**src/rtl/bcd_serial_add_ctrl.sv**
```systemverilog
// Digit-serial packed-BCD add sequencer driving one shared single-digit BCD adder cell.
// Define BCD_SUB_EN to add the `sub` port (ten's-complement subtraction A - B).
module bcd_serial_add_ctrl #(
  parameter int DIGITS = 4
) (
  input  logic                  clk,
  input  logic                  rst,
  input  logic                  start,
  input  logic [4*DIGITS-1:0]   op_a,
  input  logic [4*DIGITS-1:0]   op_b,
  input  logic                  cin,
`ifdef BCD_SUB_EN
  input  logic                  sub,
`endif
  output logic                  busy,
  output logic                  done,
  output logic [4*DIGITS-1:0]   result,
  output logic                  cout,
  output logic                  err,
  output logic [3:0]            add_a,
  output logic [3:0]            add_b,
  output logic                  add_cin,
  input  logic [3:0]            add_sum,
  input  logic                  add_carry
);

  localparam int W     = 4 * DIGITS;
  localparam int IDX_W = (DIGITS > 1) ? $clog2(DIGITS) : 1;
  localparam logic [IDX_W-1:0] LAST_IDX = IDX_W'(DIGITS - 1);

  typedef enum logic [1:0] {
    ST_IDLE = 2'd0,
    ST_RUN  = 2'd1,
    ST_DONE = 2'd2
  } state_t;

  state_t           r_state;
  logic [IDX_W-1:0] r_idx;
  logic [W-1:0]     r_a;
  logic [W-1:0]     r_b;
  logic [W-1:0]     r_result;
  logic             r_cout;
  logic             r_err;
  logic             r_busy;
  logic             r_done;
  logic [3:0]       r_add_a;
  logic [3:0]       r_add_b;
  logic             r_add_cin;

  logic [W-1:0]     w_b_eff;
  logic             w_cin_eff;
  logic             w_bad;

  function automatic logic has_bad_digit(input logic [W-1:0] v);
    logic bad;
    bad = 1'b0;
    for (int i = 0; i < DIGITS; i++) begin
      if (v[4*i +: 4] > 4'd9) bad = 1'b1;
    end
    return bad;
  endfunction

`ifdef BCD_SUB_EN
  function automatic logic [W-1:0] nines_comp(input logic [W-1:0] v);
    logic [W-1:0] r;
    r = '0;
    for (int i = 0; i < DIGITS; i++) begin
      r[4*i +: 4] = 4'd9 - v[4*i +: 4];
    end
    return r;
  endfunction
`endif

  // Operand B / carry-in as seen by the adder chain; err always checks the raw operands.
  always_comb begin
`ifdef BCD_SUB_EN
    w_b_eff   = sub ? nines_comp(op_b) : op_b;
    w_cin_eff = sub | cin;
`else
    w_b_eff   = op_b;
    w_cin_eff = cin;
`endif
    w_bad = has_bad_digit(op_a) | has_bad_digit(op_b);
  end

  // r_a/r_b hold the not-yet-presented digits; r_add_cin doubles as the inter-digit carry.
  always_ff @(posedge clk) begin
    if (rst) begin
      r_state   <= ST_IDLE;
      r_idx     <= '0;
      r_a       <= '0;
      r_b       <= '0;
      r_result  <= '0;
      r_cout    <= 1'b0;
      r_err     <= 1'b0;
      r_busy    <= 1'b0;
      r_done    <= 1'b0;
      r_add_a   <= 4'd0;
      r_add_b   <= 4'd0;
      r_add_cin <= 1'b0;
    end else begin
      case (r_state)
        ST_IDLE: begin
          r_done <= 1'b0;
          if (start) begin
            r_state   <= ST_RUN;
            r_busy    <= 1'b1;
            r_idx     <= '0;
            r_a       <= op_a >> 4;
            r_b       <= w_b_eff >> 4;
            r_add_a   <= op_a[3:0];
            r_add_b   <= w_b_eff[3:0];
            r_add_cin <= w_cin_eff;
            r_err     <= w_bad;
            r_result  <= '0;
            r_cout    <= 1'b0;
          end
        end
        ST_RUN: begin
          r_result[4*r_idx +: 4] <= add_sum;
          r_idx <= r_idx + 1'b1;
          r_a   <= r_a >> 4;
          r_b   <= r_b >> 4;
          if (r_idx == LAST_IDX) begin
            r_cout    <= add_carry;
            r_state   <= ST_DONE;
            r_done    <= 1'b1;
            r_add_a   <= 4'd0;
            r_add_b   <= 4'd0;
            r_add_cin <= 1'b0;
          end else begin
            r_add_a   <= r_a[3:0];
            r_add_b   <= r_b[3:0];
            r_add_cin <= add_carry;
          end
        end
        ST_DONE: begin
          r_done  <= 1'b0;
          r_busy  <= 1'b0;
          r_state <= ST_IDLE;
        end
        default: begin
          r_state <= ST_IDLE;
          r_done  <= 1'b0;
          r_busy  <= 1'b0;
        end
      endcase
    end
  end

  assign busy    = r_busy;
  assign done    = r_done;
  assign result  = r_result;
  assign cout    = r_cout;
  assign err     = r_err;
  assign add_a   = r_add_a;
  assign add_b   = r_add_b;
  assign add_cin = r_add_cin;

endmodule
```
**config.mk**
```make
export PLATFORM = sky130hd
export DESIGN_NAME = bcd_serial_add_ctrl
export DESIGN_NICKNAME = d
export VERILOG_FILES = /design/src/rtl/bcd_serial_add_ctrl.sv
export SDC_FILE = /design/constraint.sdc
export NUM_CORES = 1
export LEC_CHECK = 0
export CAP_MARGIN = 15
export CELL_PAD_IN_SITES_DETAIL_PLACEMENT = 0
export CELL_PAD_IN_SITES_GLOBAL_PLACEMENT = 1
export CORE_ASPECT_RATIO = 1.5
export CORE_MARGIN = 5
export CORE_UTILIZATION = 38
export DETAILED_ROUTE_END_ITERATION = 10
export GPL_ROUTABILITY_DRIVEN = 0
export PLACE_DENSITY = 0.92
export RECOVER_POWER = 100
export SLEW_MARGIN = 20
export SYNTH_ARGS = -nofsm -noshare
export SYNTH_HDL_FRONTEND = slang
export SYNTH_SLANG_ARGS = --single-unit
```
**constraint.sdc**
```tcl
create_clock -name clk -period 2.1 [get_ports clk]
set_input_delay 0.42 -clock clk [delete_from_list [all_inputs] [get_ports clk]]
set_output_delay 0.42 -clock clk [all_outputs]
set_load 0.01 [all_outputs]
```
==> qor.yml <==
die_area_um2: 8438
syn_inst: 286
finalHoldViolations: 0
path_class: "in -> reg"
area_growth_pct: 34.55
core_um2: 6486
htreeDepth: 3
wire_per_inst_um: 15.83
synth_top_family_by_area: "compound AO/OA/AOI/OAI gates"
drt_wl_total_um: 6854
num_rows: 36
ir_drop_uv: 571.8
cts_buffer_depth: 2
antenna_found_initial: 0
hold_buffers: 0
clock_sink_count: 57
critPathArrivalTime_ns: 2.08
track_usage_pct: 16.64
yosysMostFrequentCell: "dfxtp_1"
clkSlewWorstSetupHoldPaths_ns: 0.07
max_freq_mhz: 534.6
fin_crit_ns: 1.871
max-cap-violations: 0
relSlewSlack_pct: 58.16
port_buffers: 69
critPathLaunchType: "input pin"
hold_class: "reg -> reg"
clock_latency_ns: 0.34
p_int_uw: 1908
final_nets: 400
yosys.area.top_type_share_pct: 45.01
drc: 0
start_util_pct: 39.08
finalSetupViolCount: 0
rr_worst_depth: 5
worst_slew_pin_slew_ns: 0.6268
final_core_util_pct: 52.58
synth_seq_cells: 57
final_antenna_net_count: 0
p_clk_share_pct: 38.1
synth-main-ff-cell: "dfxtp_1"
holdPathStages: 2
status: "complete, no violations"
power_density_nw_per_um2: 747.4
tns_ns: 0
root_buffer: "clkbuf_8"
ys_warn_count: 0
synth_fp_nets: 332
synth.cells.most_frequent: "dfxtp_1 (57), o21ai_0 (44), a21oi_1 (36)"
drt-initial-drc-count: 152
first_pass_iters: 4
muxShareOfSynthArea_pct: 1.579
fin_skew_ns: 0.007657
grt_pass1_wl_um: 11230
ctsResizeCount: 0
slew_viol_final: 0
synth_area_per_cell_um2: 8.863
ios: 70
synth_top_cell_by_area: "dfxtp_1"
grt_start_max_net_pins: 30
die_h_um: 110.0
cp_max_fo: 11
synth_seq_area_share_pct: 45.01
static-leakage-power_uw: 0.001330
power_frac_seq_pct: 46.6
hpwl_um: 4997
yosys-top-cells-area: "dfxtp_1 (45%), o21ai_0 (8.7%), a21oi_1 (7.1%), o22ai_1 (5.4%), nand3_1 (3.2%)"
vias: 2417
netSwitchingFraction_pct: 25.17
cp-end-kind: "flip-flop"
num_antenna_cells: 0
die_w_um: 76.69
p_switching_uw: 641.6
finalCritPeriodShare_pct: 89.08
netlist_area_um2: 2535
yosys.area_share.xor_xnor_pct: 0
cp.required_ns: 2.31
cts_tree: "built"
viasPerCell: 5.582
synth_edf_count: 0
drive_gt1_share_pct: 8.403
ys_types: 36
synth_compound_area_share_pct: 30.16
yosys.area_share.simple_pct: 14.07
rsz0062_at_grt: "false"
synthArstFlopShare_pct: 0
cts_setup_buffers: 0
cts_buffers: 9
grt_pass1_vias: 2359
grt.overflow.total: 0
synth_fa_ha_area_share_pct: 2.468
comb_power_share_pct: 15.4
[stage by stage]
| step | instances | area [µm²] | hold slack [ns] | setup WS (ns) | power [µW] |
|---|---|---|---|---|---|
| floorplan | 286 | 2535 | 0.4775 | 0.6559 | 1438 |
| global placement | 419 | 3263 | 0.4627 | 0.2665 | 1613 |
| detailed placement | 419 | 3263 | 0.4678 | 0.2737 | 1619 |
| CTS | 433 | 3446 | 0.4773 | 0.4028 | 2583 |
| global route | 433 | 3411 | 0.5009 | 0.1728 | 2670 |
| finish | 433 | 3411 | 0.4689 | 0.2294 | 2549 |
[routing by layer]
layer  track usage (%)  share of wire (%)  vias to the layer above
met5                 0                  0                        -
met4             8.875                2.5                        0
met3             4.390                6.2                       17
met2             27.34                 50                       85
met1             19.83                 41                     1122
li1                  -                  -                     1193
[final timing paths]
| check | to | start | slack (ns) |
|---|---|---|---|
| worst min-delay path | result[6] | result[6] | 0.47 |
| worst max-delay path | err | start | 0.23 |
| worst max register to register | result[2] | r_idx[0] | 0.34 |
| worst min register to register | result[6] | result[6] | 0.47 |
[power groups by stage]
stage | clock (µW) | combinational (µW) | sequential, µW
floorplan | 0 | 229 | 1210
finish | 970 | 392 | 1190
global placement | 0 | 403 | 1210
CTS | 984 | 412 | 1190
detailed placement | 0 | 409 | 1210
global route | 1040 | 435 | 1190
[final cells by class]
class                           instances  area, µm²
Clock buffer                           10      137.6
Clock inverter                          4      45.04
Fill cell                             652       3075
Inverter                                6      22.52
Multi-Input combinational cell        199       1206
Sequential cell                        57       1141
Tap cell                               76      95.09
Timing Repair Buffer                   81      763.2
[logic make-up after synthesis]
group,Yosys count
AO/OA/AOI/OAI,126
AND/OR/NAND/NOR,64
flip-flops,57
buffers and inverters,30
adder cells (fa/ha/maj),5
multiplexers,4
[state kept, by name, summed over array words and instances (netlist names)]
register / cells
add_a: 4
err: 1
cout: 1
result: 16
r_state: 2
r_idx: 2
add_b: 4
busy: 1
r_b: 12
add_cin: 1
r_a: 12
done: 1
[placed cells by master (no fill, tap or decap)]
cell type and instances:
a211oi_1 1, a21oi_1 36, a22oi_1 8, a31oi_1 2
and2_0 1, and3_1 2, and3b_1 4, and4_1 2
and4bb_1 1, buf_4 7, bufinv_16 1, clkbuf_1 4
clkbuf_2 1, clkbuf_8 10, clkdlybuf4s50_1 39, clkinv_2 3
dfxtp_1 57, dlygate4sd3_1 30, ha_1 5, inv_1 5
inv_2 1, mux2i_1 4, nand2_1 9, nand2b_1 1
nand3_1 16, nand3b_1 1, nor2_1 13, nor2b_1 10
nor3b_1 3, nor4_1 1, o21ai_0 44, o21ai_1 1
o21ba_1 1, o21bai_2 1, o221a_1 2, o221a_2 6
o22ai_1 22, o2bb2ai_1 2
[worst max-delay path, cell delays in order]
cell	delay [ns]
dlygate4sd3_1	0.59
buf_4	0.15
nor3b_1	0.17
clkbuf_1	0.41
and3_1	0.25
a31oi_1	0.09
Power figures use the tool's default switching activity.
